File: src/rtl/goertzel_pkg.sv
// Shared types and constants for the sequential Goertzel bin: FSM state encoding,
// counter width helper and Q-format constants.
package goertzel_pkg;

    typedef enum logic [2:0] {
        IDLE,
        WAIT_X,
        ITER,
        PA,
        PB,
        PC,
        OUT
    } state_e;

    // Sample counter width: max(1, clog2(n)).
    function automatic int cnt_w(input int n);
        return ($clog2(n) < 1) ? 1 : $clog2(n);
    endfunction

    localparam int          DW_DEF  = 32;
    localparam int          INT_DEF = 4;
    localparam logic [31:0] ONE     = 32'(1) << (DW_DEF - INT_DEF);

endpackage

File: src/rtl/mult_sign.sv
// Signed fixed-point multiplier: Q(INT1_I) x Q(INT2_I) -> Q(INT3_O), truncated and wrapping.
module mult_sign #(
    parameter int DW     = 32,
    parameter int INT1_I = 4,
    parameter int INT2_I = 4,
    parameter int INT3_O = 4
) (
    input  logic [DW-1:0] a_in,
    input  logic [DW-1:0] b_in,
    output logic [DW-1:0] c_out
);

    // Fraction bits of the full product minus fraction bits of the result.
    localparam int SHIFT = DW - INT1_I - INT2_I + INT3_O;

    logic signed [2*DW-1:0] prod;

    assign prod  = $signed({{DW{a_in[DW-1]}}, a_in}) * $signed({{DW{b_in[DW-1]}}, b_in});
    // Taking the slice at SHIFT is an arithmetic shift (floor) followed by a wrap to DW bits.
    assign c_out = prod[SHIFT +: DW];

endmodule

File: src/rtl/goertzel_seq.sv
// One Goertzel bin over N samples, time-sharing a single mult_sign across the
// recurrence and the final power computation.
module goertzel_seq
    import goertzel_pkg::*;
#(
    parameter int DW  = 32,
    parameter int INT = 4,
    parameter int N   = 205
) (
    input  logic          clk,
    input  logic          rst,
    input  logic          start,
    input  logic [DW-1:0] coef_in,
    input  logic [DW-1:0] x_in,
    input  logic          x_valid,
    output logic          x_ready,
    output logic [DW-1:0] pwr_out,
    output logic          pwr_valid,
    input  logic          pwr_ready,
    output logic          busy
);

    localparam int            CW       = cnt_w(N);
    localparam logic [CW-1:0] CNT_LAST = CW'(N - 1);

    state_e        state_q, state_d;
    logic [DW-1:0] s1_q, s1_d, s2_q, s2_d;
    logic [DW-1:0] u_q, u_d, acc_q, acc_d;
    logic [DW-1:0] coef_q, coef_d, x_q, x_d;
    logic [DW-1:0] pwr_q, pwr_d;
    logic          pwr_valid_q, pwr_valid_d;
    logic [CW-1:0] cnt_q, cnt_d;

    logic [DW-1:0] op_a, op_b, prod;

    // Operand selection depends on state alone so the multiplier path never sees a handshake.
    always_comb begin
        op_a = '0;
        op_b = '0;
        case (state_q)
            ITER: begin op_a = coef_q; op_b = s1_q; end
            PA:   begin op_a = coef_q; op_b = s2_q; end
            PB:   begin op_a = s1_q;   op_b = u_q;  end
            PC:   begin op_a = s2_q;   op_b = s2_q; end
            default: ;
        endcase
    end

    mult_sign #(
        .DW    (DW),
        .INT1_I(INT),
        .INT2_I(INT),
        .INT3_O(INT)
    ) u_mult (
        .a_in (op_a),
        .b_in (op_b),
        .c_out(prod)
    );

    // NOTE: every _d takes its _q value first, so no path through this block can infer a latch.
    always_comb begin
        state_d     = state_q;
        s1_d        = s1_q;
        s2_d        = s2_q;
        u_d         = u_q;
        acc_d       = acc_q;
        coef_d      = coef_q;
        x_d         = x_q;
        pwr_d       = pwr_q;
        pwr_valid_d = pwr_valid_q;
        cnt_d       = cnt_q;
        case (state_q)
            IDLE: begin
                if (start) begin
                    coef_d  = coef_in;
                    s1_d    = '0;
                    s2_d    = '0;
                    cnt_d   = '0;
                    state_d = WAIT_X;
                end
            end
            WAIT_X: begin
                if (x_valid) begin
                    x_d     = x_in;
                    state_d = ITER;
                end
            end
            ITER: begin
                s1_d = x_q + prod - s2_q;
                s2_d = s1_q;
                if (cnt_q == CNT_LAST) begin
                    state_d = PA;
                end else begin
                    cnt_d   = cnt_q + 1'b1;
                    state_d = WAIT_X;
                end
            end
            PA: begin
                u_d     = s1_q - prod;
                state_d = PB;
            end
            PB: begin
                acc_d   = prod;
                state_d = PC;
            end
            PC: begin
                pwr_d       = acc_q + prod;
                pwr_valid_d = 1'b1;
                state_d     = OUT;
            end
            OUT: begin
                if (pwr_ready) begin
                    pwr_valid_d = 1'b0;
                    state_d     = IDLE;
                end
            end
            default: state_d = IDLE;
        endcase
    end

    // NOTE: state uses non-blocking assignments so all registers update together from pre-edge values.
    always_ff @(posedge clk or posedge rst) begin
        if (rst) begin
            state_q     <= IDLE;
            s1_q        <= '0;
            s2_q        <= '0;
            u_q         <= '0;
            acc_q       <= '0;
            coef_q      <= '0;
            x_q         <= '0;
            pwr_q       <= '0;
            pwr_valid_q <= 1'b0;
            cnt_q       <= '0;
        end else begin
            state_q     <= state_d;
            s1_q        <= s1_d;
            s2_q        <= s2_d;
            u_q         <= u_d;
            acc_q       <= acc_d;
            coef_q      <= coef_d;
            x_q         <= x_d;
            pwr_q       <= pwr_d;
            pwr_valid_q <= pwr_valid_d;
            cnt_q       <= cnt_d;
        end
    end

    assign x_ready   = (state_q == WAIT_X);
    assign busy      = (state_q != IDLE);
    assign pwr_out   = pwr_q;
    assign pwr_valid = pwr_valid_q;

endmodule
File: config.mk
export PLATFORM = sky130hd
export DESIGN_NAME = goertzel_seq
export DESIGN_NICKNAME = d
export VERILOG_FILES = /design/src/rtl/goertzel_pkg.sv /design/src/rtl/mult_sign.sv /design/src/rtl/goertzel_seq.sv
export SDC_FILE = /design/constraint.sdc
export NUM_CORES = 2
export LEC_CHECK = 0
export CAP_MARGIN = 40
export CORE_ASPECT_RATIO = 2
export CORE_MARGIN = 10
export CORE_UTILIZATION = 60
export DETAILED_ROUTE_END_ITERATION = 16
export PLACE_DENSITY_LB_ADDON = 0.2
export RECOVER_POWER = 50
export SLEW_MARGIN = 30
export SYNTH_ARGS = -nofsm -noshare
export SYNTH_HDL_FRONTEND = slang
export SYNTH_SLANG_ARGS = --single-unit
File: constraint.sdc
create_clock -name clk -period 10.6 [get_ports clk]
set_input_delay 1.06 -clock clk [delete_from_list [all_inputs] [get_ports clk]]
set_output_delay 1.06 -clock clk [all_outputs]
set_load 0.005 [all_outputs]
==> impl_metrics.json, run 1 <==
{
  "ys_ff_latch": 236,
  "std_cell_rows": 147,
  "toolErrorMsg": "[ERROR GRT-0116] Global routing finished with congestion. Check the congestion regions in the DRC Viewer.",
  "synth.area.top_cells": "fa_1, dfrtp_1, inv_1",
  "synthArstFlopShare": 1.000,
  "grt_max_degree": 105,
  "stop_stage": "5_1_grt",
  "cts_max_path_buffers": 3,
  "synth_nets": 6801,
  "grt_pass1_vias": 56633,
  "port_buffers": 103,
  "synthFlopType": "dfrtp_1",
  "grt_overflow": 20,
  "pre_cts_ws_ns": -1.688,
  "start_util": 0.6052,
  "synth_top_area_share": 0.4399,
  "die_h_um": 422.7,
  "synth_edf_count": 0,
  "grt_pass1_wl_mm": 416.0,
  "gp_congestion": 1.250,
  "syn_inst": 5389,
  "ys_types": 83,
  "placedCellCount": 7391,
  "netlist_area_um2": 48650,
  "yosys_warnings": 0,
  "clkSinkCount": 236,
  "ys_seq_area_frac": 0.1214,
  "syn-mean-instance-area_um2": 9.027,
  "status": "did not finish",
  "pin_count": 104,
  "cts_made_buffers": 25,
  "hpwl_mm": 193.7,
  "die_w_um": 221.3,
  "grt_use_total": 0.6248,
  "root_buffer": "clkbuf_16",
  "yosysTopAreaCell": "fa_1",
  "h-tree-depth": 1
}
metal layers:
metal / track usage / GRT overflow
met3: 0.3948 / 0
met2: 0.8617 / 10
met5: 0.1398 / 0
met1: 0.5721 / 0
met4: 0.7110 / 10
Yosys cell counts, types with 4 or more instances:
cell type     n
a211o_1       5
a211oi_1     14
a21o_1       77
a21oi_1     129
a22o_1       28
a22oi_1      23
a31oi_1       8
and2_1       23
and3_1       16
and4_1        4
buf_1        11
buf_2         9
clkbuf_1    199
dfrtp_1     236
fa_1       1069
ha_1        274
inv_1      1127
mux2_2       49
mux2i_1      38
nand2_1     690
nand2b_1     37
nand3_1      23
nand4_1      16
nor2_1      667
nor2b_1       9
nor3_1       21
o211ai_1      7
o21a_1       29
o21ai_0     221
o21ai_1      14
o21ba_2       4
o21bai_1     26
o22a_1        9
o22ai_1      15
o31ai_1       9
or2_2        26
or3_1        22
xnor2_1      89
xor2_1       55
cell families after synthesis:
logic type	share of synthesized area
mux	0.01916
xor+xnor	0.02626
simple gates	0.1314
buf+inv	0.1042
compound gates	0.08717
flops	0.1214
fa+ha+maj	0.5104
what timing repair did:
item	4_1_cts
gates cloned	3
hold buffers	0
buffers inserted	92
pin swaps	140
endpoints found under the setup margin	76
resized for setup	393
stage by stage:
stage	cell area, µm²	TNS [ns]	utilization
3_5_place_dp	59520	-64.63	0.7405
2_1_floorplan	49140	0	-
4_1_cts	62680	-17.05	0.7798
3_3_place_gp	59470	-54.83	0.7399
==> run 2, diff against run 1 <==
CORE_ASPECT_RATIO = unset   (was 2)
CORE_UTILIZATION = 40   (was 60)
PLACE_DENSITY_LB_ADDON = 0.15   (was 0.2)
clock period = 13.78 ns   (was 10.6 ns; I/O delays follow)
==> run 2 against run 1 <==
  * The flow now finishes, with violations (capacitance limit, slew limit)
  * Synthesized cell count unchanged
  * Synthesized area stayed put
==> impl_metrics.json, run 2 <==
{
  "violations": "capacitance limit, slew limit",
  "fin_crit_sh": 0.9368,
  "holdPathEnd": "pwr_out[20]",
  "use_met2": 0.4113,
  "clock.fmax_ghz": 0.07747,
  "r2r_end": "s1_q[30]",
  "postCtsHoldBufs": 0,
  "r2r_setup_slack_ns": 0.87,
  "port_buffers": 103,
  "start_util": 0.4044,
  "synthFlopType": "dfrtp_1",
  "startpoint_type": "flip-flop",
  "slew_violations": 325,
  "netlist_area_um2": 48650,
  "crit_path_end_kind": "flip-flop",
  "ctsResizeCount": 0,
  "ys_seq_area_frac": 0.1214,
  "synth.area.top_cells": "fa_1, dfrtp_1, inv_1",
  "drcViolationCount": 0,
  "tightest_slew_ns": 4.475,
  "grt_overflow": 0,
  "hpwl_mm": 152.2,
  "path_clk_slew_ns": 0.06,
  "synthArstFlopShare": 1.000,
  "grt_pass1_wl_mm": 268.9,
  "cts_made_buffers": 26,
  "grt_pass1_vias": 40218,
  "grt_max_degree": 97,
  "wl_mm": 179.9,
  "clkLatencyLatePin_ns": 0.59,
  "p_leak_nw": 26.20,
  "syn_inst": 5389,
  "grt_use_total": 0.2655,
  "fin_setup_tns_ns": 0,
  "hp-class": "reg -> reg",
  "post_drt_wl_per_cell_um": 24.97,
  "critPathLaunch": "state_q[0]",
  "worstPathMaxFanout": 45,
  "first_pass_iters": 6,
  "syn-mean-instance-area_um2": 9.027,
  "h-tree-depth": 1,
  "finalSetupViolations": 0,
  "final_common_cell": "inv_1",
  "crit_top_cell": "fa_1",
  "fin_skew_ns": 0.03001,
  "syn_to_final_growth_pct": 10.89,
  "total_power_mw": 8.909,
  "yosysTopAreaCell": "fa_1",
  "max-slew-margin-rel": -2.000,
  "rsz0062_at_grt": "false",
  "final_layout_size_suffix_gt1_frac": 0.07782,
  "synth_edf_count": 0,
  "top_usage_layer": "met2",
  "final_cell_mix": "inv_1, fa_1, nand2_1, nor2_1, ha_1",
  "vias": 38394,
  "root_buffer": "clkbuf_16",
  "synth_commonest_cells": "inv_1, fa_1, nand2_1",
  "routed_via_density": 5.330,
  "whs_path_depth": 2,
  "gp_congestion": 0.9939,
  "antenna_found_initial": 9,
  "clkSinkCount": 236,
  "cap_violations": 6,
  "vdd_drop_max_v": 0.0001920,
  "die_w_um": 368.7,
  "drtIter0Drc": 3383,
  "cts_max_path_buffers": 3,
  "cpPeakStageDelay_ns": 0.83,
  "die_h_um": 368.7,
  "fp.coreArea_um2": 120300,
  "worstSetupPathType": "reg -> reg",
  "ys_ff_latch": 236,
  "std_cell_rows": 127,
  "yosys_warnings": 0,
  "worstHoldStart": "pwr_out[20]",
  "fp.dieArea_um2": 136000,
  "pin_count": 104,
  "grtUsageMet1": 0.3657,
  "cts_tree": "done",
  "p_per_area_nw_per_um2": 165.2,
  "synth_nets": 6801,
  "status": "finished, violations left",
  "cp.arrival_ns": 13.37,
  "ys_types": 83,
  "cp_slowest_cell": "dfrtp_4",
  "ant_nets": 0,
  "finalHoldViolCount": 0,
  "use_met3": 0.04345,
  "r2r_cells": 42,
  "cp.required_ns": 14.24,
  "nets": 6985,
  "synth_most_common_cell": "inv_1",
  "post-route-min-period_ns": 12.91,
  "post-cts-setup-buffer-count": 0,
  "rr_startpoint": "state_q[0]",
  "synth_top_area_share": 0.4399
}
run 2: cell counts after synthesis:
No cell type changed its count.
run 2: metal layers:
| layer | vias to the layer above | routed length, µm |
|---|---|---|
| met5 | - | 61 |
| met1 | 19694 | 76450 |
| met4 | 8 | 10290 |
| met2 | 1605 | 79370 |
| met3 | 439 | 13690 |
| li1 | 16648 | - |
run 2: metrics by stage:
stage               instance area (µm²)  setup WS, ns  hold slack [ns]  utilization  instances
CTS                               53990         1.003           0.4845       0.4488       7199
global route                      53940        0.2258           0.5000       0.4484       7202
finish                            53940        0.8710           0.4766       0.4484       7204
floorplan                         48650         2.187           0.4423            -       5389
detailed placement                53150         1.012           0.4702       0.4419       7154
global placement                  53010        0.7841           0.4608       0.4407       7147
run 2: how the worst max path moves through the flow:
| stage | endpoint | cells past startpoint |
|---|---|---|
| global route | s1_q[30] | 42 |
| floorplan | s1_q[31] | 52 |
| global placement | pwr_out[31] | 40 |
| CTS | s1_q[30] | 38 |
| finish | s1_q[30] | 42 |
| detailed placement | s1_q[30] | 38 |
run 2: logic make-up (layout without fill, tap and decap cells):
family | after synthesis | in the layout | share of synthesized area
and+or+nand+nor | 1567 | 1567 | 0.1314
buffers and inverters | 1347 | 1548 | 0.1042
adders and majority gates | 1343 | 1343 | 0.5104
AOI/OAI and AO/OA | 664 | 664 | 0.08717
DFF | 236 | 236 | 0.1214
xor gates and xnor gates | 145 | 145 | 0.02626
muxes | 87 | 87 | 0.01916
other | 0 | 2 | 0
run 2: worst max-delay path, delay by kind of cell (launching register included):
family	cells	cell delay, ns
AOI/OAI and AO/OA	11	3.22
xor gates and xnor gates	2	0.54
adders and majority gates	11	5.08
buffers and inverters	10	1.37
DFF	1	0.83
and+or+nand+nor	8	1.68
run 2: cell type report:
cell class	count	area, µm²
Antenna cell	2	5.005
Clock buffer	40	753.2
Clock inverter	5	82.58
Fill cell	12105	66350
Inverter	1127	4232
Multi-Input combinational cell	3806	37820
Sequential cell	236	5909
Tap cell	1612	2017
Timing Repair Buffer	376	3118
run 2: power breakdown:
group	total, mW	internal (mW)	switching, mW
combinational	6.91	2.70	4.21
clock	0.707	0.396	0.311
sequential	1.29	0.992	0.300
Note: power is estimated with default switching activity, not from simulation.
